[src/rtl/pc_branch_unit.sv]
// pc_branch_unit
// ----------------------------------------------------------------------------
// Program-counter and branch-resolution stage of the single-cycle RV32I core.
// Sits downstream of the branch comparator: it selects the comparator's
// signed/unsigned mode, consumes the eq/lt flags and resolves B-type, JAL and
// JALR control flow. It owns the PC register and traps control-flow targets
// whose bit 1 is set. No C extension means halfword-aligned targets are
// illegal.
//
// Optional feature macro: PERF_CNT_EN
//   When defined, adds the br_cnt_o / br_taken_cnt_o performance counters.
//   When undefined, those ports and their logic are absent.
//
// Parameters:
//   RESET_PC  PC loaded on reset (word aligned)
//   TRAP_VEC  PC loaded when a pending trap is cleared (word aligned)
//   CNT_W     performance counter width (PERF_CNT_EN only)
//
// Ports:
//   clk_i           rising-edge clock
//   rst_i           synchronous active-high reset
//   stall_i         hold PC / state / counters this cycle
//   branch_i        current instruction is B-type
//   jal_i           current instruction is JAL
//   jalr_i          current instruction is JALR
//   funct3_i        B-type condition field
//   imm_i           sign-extended immediate
//   rs1_out_i       rs1 value, JALR base
//   br_eq_i         comparator flag rs1 == rs2
//   br_lt_i         comparator flag rs1 < rs2 (mode from cmpop_o)
//   trap_clr_i      acknowledge trap, vector to TRAP_VEC
//   cmpop_o         comparator mode, 1 = unsigned
//   pc_o            current PC
//   pc_plus4_o      pc + 4 (link value)
//   taken_o         control transfer taken this cycle
//   trap_o          misaligned-target trap pending
//   trap_addr_o     offending target address
//   br_cnt_o        B-type instructions retired (PERF_CNT_EN)
//   br_taken_cnt_o  taken B-type instructions (PERF_CNT_EN)
// ----------------------------------------------------------------------------
module pc_branch_unit #(
    parameter logic [31:0] RESET_PC = 32'h0000_0000,
    parameter logic [31:0] TRAP_VEC = 32'h0000_0100,
    parameter int unsigned CNT_W    = 32
) (
    input  logic             clk_i,
    input  logic             rst_i,
    input  logic             stall_i,
    input  logic             branch_i,
    input  logic             jal_i,
    input  logic             jalr_i,
    input  logic [2:0]       funct3_i,
    input  logic [31:0]      imm_i,
    input  logic [31:0]      rs1_out_i,
    input  logic             br_eq_i,
    input  logic             br_lt_i,
    input  logic             trap_clr_i,
    output logic             cmpop_o,
    output logic [31:0]      pc_o,
    output logic [31:0]      pc_plus4_o,
    output logic             taken_o,
    output logic             trap_o,
    output logic [31:0]      trap_addr_o
`ifdef PERF_CNT_EN
    ,
    output logic [CNT_W-1:0] br_cnt_o,
    output logic [CNT_W-1:0] br_taken_cnt_o
`endif
);

    typedef enum logic [0:0] {
        StRun  = 1'b0,
        StHalt = 1'b1
    } state_e;

    state_e      state_q, state_d;
    logic [31:0] pc_q, pc_d;
    logic        trap_q, trap_d;
    logic [31:0] trap_addr_q, trap_addr_d;

    logic        cond;
    logic        run;
    logic        taken;
    logic        misalign;
    logic [31:0] pc_plus4;
    logic [31:0] jalr_sum;
    logic [31:0] target;

    // Bad configurations elaborate this empty scope, making them easy to spot
    // in the hierarchy; CNT_W is checked here so it is referenced in every build.
    if (RESET_PC[1:0] != 2'b00 || TRAP_VEC[1:0] != 2'b00 || CNT_W == 0) begin : g_bad_params
    end

    // ------------------------------------------------------------------------
    // Combinational decode
    // ------------------------------------------------------------------------
    // funct3[1] separates BLTU/BGEU (11x) from BLT/BGE (10x); for the other
    // encodings the comparator mode is irrelevant.
    assign cmpop_o  = funct3_i[1];
    assign pc_plus4 = pc_q + 32'd4;

    always_comb begin
        cond = 1'b0;
        case (funct3_i)
            3'b000:  cond = br_eq_i;    // BEQ
            3'b001:  cond = ~br_eq_i;   // BNE
            3'b100:  cond = br_lt_i;    // BLT
            3'b101:  cond = ~br_lt_i;   // BGE
            3'b110:  cond = br_lt_i;    // BLTU
            3'b111:  cond = ~br_lt_i;   // BGEU
            default: cond = 1'b0;       // 010 / 011 are not branches
        endcase
    end

    assign jalr_sum = rs1_out_i + imm_i;

    // JALR wins over JAL, which wins over a conditional branch. JAL and a
    // taken branch share the pc-relative adder.
    always_comb begin
        if (jalr_i) begin
            target = {jalr_sum[31:1], 1'b0};
        end else begin
            target = pc_q + imm_i;
        end
    end

    assign run      = (state_q == StRun);
    assign taken    = (jal_i | jalr_i | (branch_i & cond)) & run;
    assign misalign = taken & target[1];

    // ------------------------------------------------------------------------
    // Next-state logic
    // ------------------------------------------------------------------------
    always_comb begin
        state_d     = state_q;
        pc_d        = pc_q;
        trap_d      = trap_q;
        trap_addr_d = trap_addr_q;
        case (state_q)
            StRun: begin
                // trap_clr_i is deliberately ignored while running.
                if (!stall_i) begin
                    if (misalign) begin
                        // PC stays on the faulting instruction.
                        trap_addr_d = target;
                        trap_d      = 1'b1;
                        state_d     = StHalt;
                    end else begin
                        pc_d = taken ? target : pc_plus4;
                    end
                end
            end
            StHalt: begin
                // Acknowledge is honoured even under stall.
                if (trap_clr_i) begin
                    pc_d    = TRAP_VEC;
                    trap_d  = 1'b0;
                    state_d = StRun;
                end
            end
            default: begin
                state_d = StRun;
            end
        endcase
    end

    always_ff @(posedge clk_i) begin
        if (rst_i) begin
            state_q     <= StRun;
            pc_q        <= RESET_PC;
            trap_q      <= 1'b0;
            trap_addr_q <= 32'h0;
        end else begin
            state_q     <= state_d;
            pc_q        <= pc_d;
            trap_q      <= trap_d;
            trap_addr_q <= trap_addr_d;
        end
    end

    assign pc_o        = pc_q;
    assign pc_plus4_o  = pc_plus4;
    assign taken_o     = taken;
    assign trap_o      = trap_q;
    assign trap_addr_o = trap_addr_q;

`ifdef PERF_CNT_EN
    // ------------------------------------------------------------------------
    // Performance counters
    // ------------------------------------------------------------------------
    logic [CNT_W-1:0] br_cnt_q, br_cnt_d;
    logic [CNT_W-1:0] br_taken_cnt_q, br_taken_cnt_d;
    logic             br_retire;

    // A misaligned taken branch still counts as taken: it retires into the trap.
    assign br_retire = run & ~stall_i & branch_i;

    always_comb begin
        br_cnt_d       = br_cnt_q;
        br_taken_cnt_d = br_taken_cnt_q;
        if (br_retire) begin
            br_cnt_d = br_cnt_q + CNT_W'(1);
            if (cond) begin
                br_taken_cnt_d = br_taken_cnt_q + CNT_W'(1);
            end
        end
    end

    always_ff @(posedge clk_i) begin
        if (rst_i) begin
            br_cnt_q       <= '0;
            br_taken_cnt_q <= '0;
        end else begin
            br_cnt_q       <= br_cnt_d;
            br_taken_cnt_q <= br_taken_cnt_d;
        end
    end

    assign br_cnt_o       = br_cnt_q;
    assign br_taken_cnt_o = br_taken_cnt_q;
`endif

endmodule

[config.mk]
export PLATFORM = sky130hd
export DESIGN_NAME = pc_branch_unit
export DESIGN_NICKNAME = d
export VERILOG_FILES = /design/src/rtl/pc_branch_unit.sv
export SDC_FILE = /design/constraint.sdc
export NUM_CORES = 1
export LEC_CHECK = 0
export CORE_MARGIN = 10
export CORE_UTILIZATION = 40
export CTS_BUF_LIST = sky130_fd_sc_hd__clkbuf_4
export DETAILED_ROUTE_END_ITERATION = 8
export MAX_ROUTING_LAYER = met4
export PLACE_DENSITY_LB_ADDON = 0.25
export RECOVER_POWER = 50
export SLEW_MARGIN = 5
export SYNTH_ARGS = -nofsm -noshare
export SYNTH_HDL_FRONTEND = slang
export SYNTH_SLANG_ARGS = --single-unit
[constraint.sdc]
create_clock -name clk_i -period 4.85 [get_ports clk_i]
set_input_delay 0.97 -clock clk_i [delete_from_list [all_inputs] [get_ports clk_i]]
set_output_delay 0.97 -clock clk_i [all_outputs]
set_load 0.05 [all_outputs]
==> results of run 1 <==
kinds of logic (layout without fill, tap and decap cells):
family          Yosys count  count (layout)  synth area share (%)
compound gates          331             331                  30.5
simple gates            328             328                  21.9
xor+xnor                 81              81                  10.1
buf+inv                  76             227                  4.43
flops                    66              66                  18.9
fa+ha+maj                64              64                  11.6
mux                      17              17                  2.52
other cells               0               1                     0
flip-flops by register name (all words and copies together), names as in the netlist:
name,count
trap_o,1
pc_o,32
state_q,1
trap_addr_o,32
worst min-delay path, delay by kind of cell, from the launching register on:
kind	cells	cell delay [ns]
AOI/OAI and AO/OA	1	0.05
and+or+nand+nor	1	0.05
DFF	1	0.33
cell usage in the layout, fill, tap and decap left out, drive strengths merged, types with 15 or more instances in the layout:
master / count
a21o: 35
nand3: 28
mux2i: 15
nor2: 99
clkdlybuf4s50: 97
ha: 62
o21ai: 81
xnor2: 48
a21oi: 90
inv: 20
nand4: 24
nor3: 24
nand2: 95
a211oi: 32
xor2: 33
dlygate4sd3: 73
dfxtp: 66
per-layer routing:
layer  global-route usage (%)  vias up
li1                         -     3832
met1                     26.7     3559
met2                     37.5      264
met3                     4.37       38
met4                     6.69        0
met5                        -        -
where the power goes:
part	internal [uW]	leakage, uW	total (uW)	switching [uW]
clock	203	0.0000784	407	204
combinational	498	0.00330	1390	888
sequential	595	0.000540	671	75.7
metrics by stage:
step	std cells	hold WS, ns	total power [uW]
CTS	1339	0.477	2490
detailed placement	1323	0.462	2090
floorplan	963	0.658	1600
global placement	1323	0.455	2090
global route	1339	0.505	2610
finish	1340	0.471	2460
repair_timing:
item,4_1_cts,5_1_grt
setup buffers,0,0
pin swaps,0,0
gates cloned,0,0
resized for setup,1,3
setup endpoints to repair,1,3
worst max path at each step:
stage            start              to  slack (ns)
5_1_grt        pc_o[4]  pc_plus4_o[23]        0.01
6_report       pc_o[2]  pc_plus4_o[28]        0.18
3_3_place_gp   pc_o[2]  pc_plus4_o[30]        0.52
3_5_place_dp   pc_o[2]  pc_plus4_o[30]        0.51
4_1_cts        pc_o[2]  pc_plus4_o[30]        0.19
2_1_floorplan  pc_o[2]  pc_plus4_o[30]        0.92
final cells by class:
cell class,instances,share of cell area [%]
Antenna cell,1,0.0276
Tap cell,225,3.10
Clock inverter,7,0.924
Sequential cell,66,14.6
Multi-Input combinational cell,821,59.2
Timing Repair Buffer,191,20.6
Inverter,20,0.827
Clock buffer,9,0.745
==> flow_summary.toml, run 1 <==
[timing]
fin_crit_sh_pct = 96.2
period_minus_slack_ns = 4.67
slew_violations = 0
skew_ns = 0.00947
tightest_slew_ns = 1.43
finalSetupTns_ns = 0
clock.fmax_mhz = 214
max-slew-margin-rel_pct = 4.89
hold_viol_final = 0
rsz0062_at_grt = "no"
setup_viol = 0
setup_slack_ns = 0.184

[detailed_routing]
drcViolationCount = 0
ant_nets = 0
drt-wirelength-per-cell_um = 19.9
drt_iter0_markers = 519
avgViaCountPerCell = 5.74
wirelength_mm = 26.7
wl_met3_mm = 1.43
highest_layer = "met4"
wl_met2_mm = 12.9
met1_length_mm = 11.5
vias = 7693
drt_pass1_iterations = 5

[clocking]
cts_buffers = 9
cts.sinks = 66
cts_tree = "done"
clkTransAtPathRegs_ns = 0.11
clk_latency_ns = 0.43
htreeDepth = 3
cts_root_buf = "clkbuf_4"
hold_buffers = 0
clock_path_buffers = 2

[yosys]
syn-num-nets = 1103
postSynthAreaPerCell_sq_um = 7.27
synthMostInstantiatedCell = "nor2_1"
netlist.top_cell.by_area = "dfxtp_1"
yosysWarningCount = 0
yosysUniqueCellTypes = 72
synthTopCellsByCount = "nor2_1, nand2_1, a21oi_1, o21ai_0, dfxtp_1"
post-synth-top-area-fraction_pct = 18.9
ys_seq_area_share_pct = 18.9
synth_ff_type = "dfxtp_1"
syn_inst = 963
synth_area_sq_um = 7000
synth_seq_cells = 66
synth_edf_count = 0
netlist_top_cells_area = "dfxtp_1, ha_1, a21oi_1"
async_flop_share_pct = 0

[pwr]
power.density_nw_per_um2 = 272
p_leak_uw = 0.00392
irDropWorstVdd_uv = 147

[global_routing]
grt_max_degree = 44
antenna_found_initial = 0
grt_pass1_wl_mm = 41.8
gr-usage-all-layers_pct = 22.5
grt_pass1_vias = 7382
gr-total-overflow = 0

[hold_path]
whs_path_depth = 2
min_to = "trap_addr_o[10]"
hold_path_class = "flop to flop"
worstHoldStart = "trap_addr_o[10]"

[place]
hpwl_mm = 21.8
place_ws_ns = 0.511
routabilityCongestion = 0.946
numPortBuffers = 174
placedInstanceArea_sq_um = 8930

[layout]
finish.instance_area_sq_um = 9070
fin_util_pct = 52.6
multiInputGateArea_sq_um = 5370
drive_gt1_share_pct = 4.22
n_fill_cell = 1735
area_growth_pct = 29.5
ff_latch_area_sq_um = 1320
nets = 1249

[critical_path]
regToRegSetupSlack_ns = 1.26
cp_top_family = "simple AND/OR/NAND/NOR gates"
start_kind = "flop"
worstPathMaxFanout = 8
endpoint_kind = "primary output"
crit_type = "flop to primary output"
crit_top_cell = "nand4_1"
critPathRequiredTime_ns = 3.88
cpPeakStageDelay_ns = 0.85
cp.arrival_ns = 3.70
reg2reg_from = "pc_o[0]"
worstPathCellList = "ha_1 > nand4_1 > nor3_1 > nand2b_1 > nor2_2 > nand4_1 > xnor2_1 > clkdlybuf4s50_1"
worst-path-buf-inv = 1
r2r-end = "trap_addr_o[11]"
crit_cells = 8
reg2reg_depth = 9
cp_slowest_cell = "clkdlybuf4s50_1"

[die]
io_pins = 175
fp.coreArea_sq_um = 17200
die_h_um = 152
die_w_um = 152
fp.dieArea_sq_um = 23200
start_util_pct = 40.6
std_cell_rows = 48

[run]
drv_cap = 0

[run_status]
status = "finished, final reports clean"
Note: power is estimated with default switching activity, not from simulation.
==> run 2: changes to the inputs <==
--- a/config.mk
+++ b/config.mk
@@ -5,7 +5,7 @@
 export SDC_FILE = /design/constraint.sdc
 export NUM_CORES = 1
 export LEC_CHECK = 0
-export CORE_MARGIN = 10
+export CORE_MARGIN = 5
 export CORE_UTILIZATION = 40
 export CTS_BUF_LIST = sky130_fd_sc_hd__clkbuf_4
 export DETAILED_ROUTE_END_ITERATION = 8
==> constraint.sdc (replaced) <==
create_clock -name clk_i -period 5.85 [get_ports clk_i]
set_input_delay 1.17 -clock clk_i [delete_from_list [all_inputs] [get_ports clk_i]]
set_output_delay 1.17 -clock clk_i [all_outputs]
set_load 0.05 [all_outputs]
==> run 2 against run 1 <==
Against the previous run: combinational power shrank 19%; hold slack worse by 0.0083 ns; total power decreased by 16%; critical path depth unchanged; cell area decreased by 0.47%; die area fell by 13%; first-iteration DRC count shrank 2.1%; clock power fell by 5.9%; setup slack improved by 0.57 ns; routed wire length is 7.7% lower; clock-buffer cell count up 1; global-route usage increased by 1.8 points; highest routed layer unchanged.
==> flow_summary.toml, run 2 (synthesized netlist as in run 1, its figures left out) <==
[run_status]
status = "finished, final reports clean"

[clocking]
clock_path_buffers = 2
cts_buffers = 9
htreeDepth = 3
clkTransAtPathRegs_ns = 0.12
cts_root_buf = "clkbuf_4"
cts.sinks = 66
clk_latency_ns = 0.41
cts_setup_buffers = 0
ctsResizeCount = 0
hold_buffers = 0
cts_tree = "done"

[timing]
setup_viol = 0
period_minus_slack_ns = 5.10
skew_ns = 0.0138
fin_crit_sh_pct = 87.2
finalSetupTns_ns = 0
max-slew-margin-rel_pct = 33.7
tightest_slew_ns = 0.987
rsz0062_at_grt = "no"
slew_violations = 0
hold_viol_final = 0
clock.fmax_mhz = 196

[detailed_routing]
drcViolationCount = 0
wirelength_mm = 24.6
drt_pass1_iterations = 5
wl_met3_mm = 1.67
wl_met2_mm = 11.9
ant_nets = 0
drt_iter0_markers = 508
highest_layer = "met4"
avgViaCountPerCell = 5.84
vias = 7755
met1_length_mm = 10.2
drt-wirelength-per-cell_um = 18.5

[layout]
fin_util_pct = 52.4
layout_common_cells = "clkdlybuf4s50_1, nor2_1, nand2_1"
antenna_cells = 0
finish.instance_area_sq_um = 9030
area_growth_pct = 28.9
nets = 1239
final_common_cell = "clkdlybuf4s50_1"
drive_gt1_share_pct = 3.80

[critical_path]
reg2reg_from = "pc_o[9]"
critPathRequiredTime_ns = 4.68
startpoint = "pc_o[2]"
start_kind = "flop"
cp.arrival_ns = 3.93
worstPathMaxFanout = 8
crit_type = "flop to primary output"
endpoint_kind = "primary output"

[global_routing]
grt_pass1_wl_mm = 38.3
gr-total-overflow = 0
antenna_found_initial = 0
gr-usage-all-layers_pct = 24.2
grt_max_degree = 55
grt_pass1_vias = 7347

[place]
placedInstanceArea_sq_um = 8860
hpwl_mm = 19.9
numPortBuffers = 174
routabilityCongestion = 0.979

[pwr]
p_leak_uw = 0.00385
power.density_nw_per_um2 = 229
irDropWorstVdd_uv = 123

[die]
die_w_um = 142
fp.dieArea_sq_um = 20300
std_cell_rows = 48
io_pins = 175
die_h_um = 142
fp.coreArea_sq_um = 17200
start_util_pct = 40.6

[run]
drv_cap = 0

[hold_path]
worstHoldStart = "trap_addr_o[10]"
hold_path_class = "flop to flop"
## run 2: final cells by class
type	instances	area, sq um
clock buffer	10	75.1
clock inverter	6	105
fill	1700	8210
inverter	20	75.1
multi-input combinational	821	5370
sequential	66	1320
tap	225	282
timing repair buffer	181	1800
## run 2: final timing paths
path                                        end  slack, ns  depth (start not counted)
worst max-delay path             pc_plus4_o[30]       0.75                          8
worst min register to register  trap_addr_o[10]       0.46                          2
worst min-delay path            trap_addr_o[10]       0.46                          2
worst max register to register  trap_addr_o[30]       2.49                         10
## run 2: worst max-delay path, cell delays in order (launching register included)
cell	delay [ns]
dfxtp_1	0.55
ha_1	0.29
nand4_1	0.17
nor3_1	0.35
nand2b_1	0.22
nor2_1	0.57
nand4_1	0.20
xnor2_1	0.27
clkdlybuf4s50_1	0.87
## run 2: power by group
group	leakage [uW]	internal, uW	switching (uW)
combinational	0.00322	407	718
clock	0.0000917	218	164
sequential	0.000540	493	64.1
## run 2: per-stage QoR
step	instances	worst slack [ns]	hold slack, ns	power [uW]
3_5_place_dp	1313	1.30	0.455	1700
6_report	1329	0.751	0.463	2070
4_1_cts	1329	0.794	0.470	2090
2_1_floorplan	963	1.72	0.658	1330
3_3_place_gp	1313	1.26	0.446	1700
5_1_grt	1329	0.374	0.498	2180
## run 2: layer usage
layer	GRT usage, %	vias up
li1	-	3817
met1	28.9	3589
met2	41.2	295
met3	4.07	54
met4	8.50	0
met5	-	-
==> run 3: changes to the inputs <==
--- a/config.mk
+++ b/config.mk
@@ -9,7 +9,6 @@
 export CORE_UTILIZATION = 40
 export CTS_BUF_LIST = sky130_fd_sc_hd__clkbuf_4
 export DETAILED_ROUTE_END_ITERATION = 8
-export MAX_ROUTING_LAYER = met4
 export PLACE_DENSITY_LB_ADDON = 0.25
 export RECOVER_POWER = 50
 export SLEW_MARGIN = 5
==> run 3 against run 2 <==
Against the previous run: setup slack worse by 0.073 ns; critical endpoint is now taken_o; sequential share of layout area about the same; highest routed layer unchanged; total power up 0.94%; critical path type is now primary input to primary output; critical path depth up 2.
==> flow_summary.toml, run 3 (synthesized netlist as in run 1, its figures left out) <==
[global_routing]
grt_pass1_vias = 7255
grt.busiest_layer = "met2"
grt_max_degree = 55
grtUsageMet2_pct = 39.6
grt_util_met3_pct = 4.64
grt_pass1_wl_mm = 37.9
antenna_found_initial = 0
gr-usage-all-layers_pct = 23.2
use_met1_pct = 29.1
gr-total-overflow = 0

[critical_path]
start_kind = "primary input"
crit_type = "primary input to primary output"
cp.arrival_ns = 4.00
endpoint_kind = "primary output"
critPathRequiredTime_ns = 4.68
worstPathMaxFanout = 31

[layout]
fin_cells = 1329
multiInputGateArea_sq_um = 5370
drive_gt1_share_pct = 3.89
nets = 1239
final_common_cell = "clkdlybuf4s50_1"
finish.instance_area_sq_um = 9040
n_fill_cell = 1713
ff_latch_area_sq_um = 1320
area_growth_pct = 29.0
antenna_cells = 0
layout_common_cells = "clkdlybuf4s50_1, nor2_1, nand2_1"

[detailed_routing]
drt_pass1_iterations = 7
drt-wirelength-per-cell_um = 18.4
vias = 7705
wirelength_mm = 24.5
ant_nets = 0
drcViolationCount = 0
drt_iter0_markers = 518
avgViaCountPerCell = 5.80

[clocking]
clk_latency_ns = 0.42
cts.sinks = 66
cts_root_buf = "clkbuf_4"
clock_path_buffers = 2
ctsResizeCount = 0
hold_buffers = 0
cts_tree = "done"
clkTransAtPathRegs_ns = 0.11
cts_buffers = 9
cts_setup_buffers = 0
htreeDepth = 3

[die]
start_util_pct = 40.6
fp.dieArea_sq_um = 20300
die_h_um = 142
std_cell_rows = 48
die_w_um = 142
fp.coreArea_sq_um = 17200
io_pins = 175

[run_status]
status = "finished, final reports clean"

[timing]
skew_ns = 0.0242
period_minus_slack_ns = 5.17
hold_viol_final = 0
setup_viol = 0
max-slew-margin-rel_pct = 32.4
clock.fmax_mhz = 193
slew_violations = 0
fin_crit_sh_pct = 88.4
finalSetupTns_ns = 0
rsz0062_at_grt = "no"
tightest_slew_ns = 1.01
hold_ws_ns = 0.465

[place]
routabilityCongestion = 0.967
placedInstanceArea_sq_um = 8860
hpwl_mm = 19.6
numPortBuffers = 174
placed_cells = 1313

[pwr]
power.density_nw_per_um2 = 231
p_leak_uw = 0.00385
irDropWorstVdd_uv = 122
fin_total_pwr_uw = 2090

[run]
drv_cap = 0

[hold_path]
hold_path_class = "flop to flop"
-- run 3: path summary, 6_finish.rpt --
| kind | slack, ns | cells after the start | from | to |
|---|---|---|---|---|
| setup / recovery | 0.68 | 10 | funct3_i[0] | taken_o |
| hold / removal | 0.46 | 2 | trap_addr_o[10] | trap_addr_o[10] |
| setup reg to reg | 2.47 | 10 | pc_o[11] | trap_addr_o[30] |
| hold reg to reg | 0.46 | 2 | trap_addr_o[10] | trap_addr_o[10] |
-- run 3: critical path, cell delays in order --
cell	delay, ns
clkdlybuf4s50_1	0.51
xor2_1	0.16
a22o_1	0.15
a21oi_1	0.09
nand2_1	0.08
clkbuf_1	0.51
nand2b_1	0.11
buf_4	0.23
inv_1	0.75
buf_12	0.23
-- run 3: area by class of cell --
class | count | share of cell area, %
inverter | 20 | 0.831
sequential | 66 | 14.6
multi-input combinational | 821 | 59.4
timing repair buffer | 181 | 19.9
clock inverter | 7 | 1.37
tap | 225 | 3.11
clock buffer | 9 | 0.748
-- run 3: layer usage --
| layer | part of all wire, % | wire length [um] | vias to the layer above |
|---|---|---|---|
| li1 | - | - | 3810 |
| met1 | 42 | 10300 | 3533 |
| met2 | 47 | 11500 | 301 |
| met3 | 7.1 | 1730 | 61 |
| met4 | 3.8 | 942 | 0 |
| met5 | 0 | 0 | - |
-- run 3: metrics by stage --
step                      setup slack [ns]  util (%)
final                                0.678      52.4
after global routing                 0.438      52.4
after CTS                            0.783      52.5
after detailed placement              1.29      51.4
after global placement                1.27      51.4
after floorplan                       1.72         -
-- run 3: power breakdown --
| part | leakage [uW] | internal (uW) | total (uW) | switching, uW |
|---|---|---|---|---|
| clock network | 0.0000971 | 220 | 403 | 183 |
| registers | 0.000540 | 493 | 557 | 63.8 |
| logic | 0.00321 | 407 | 1130 | 718 |
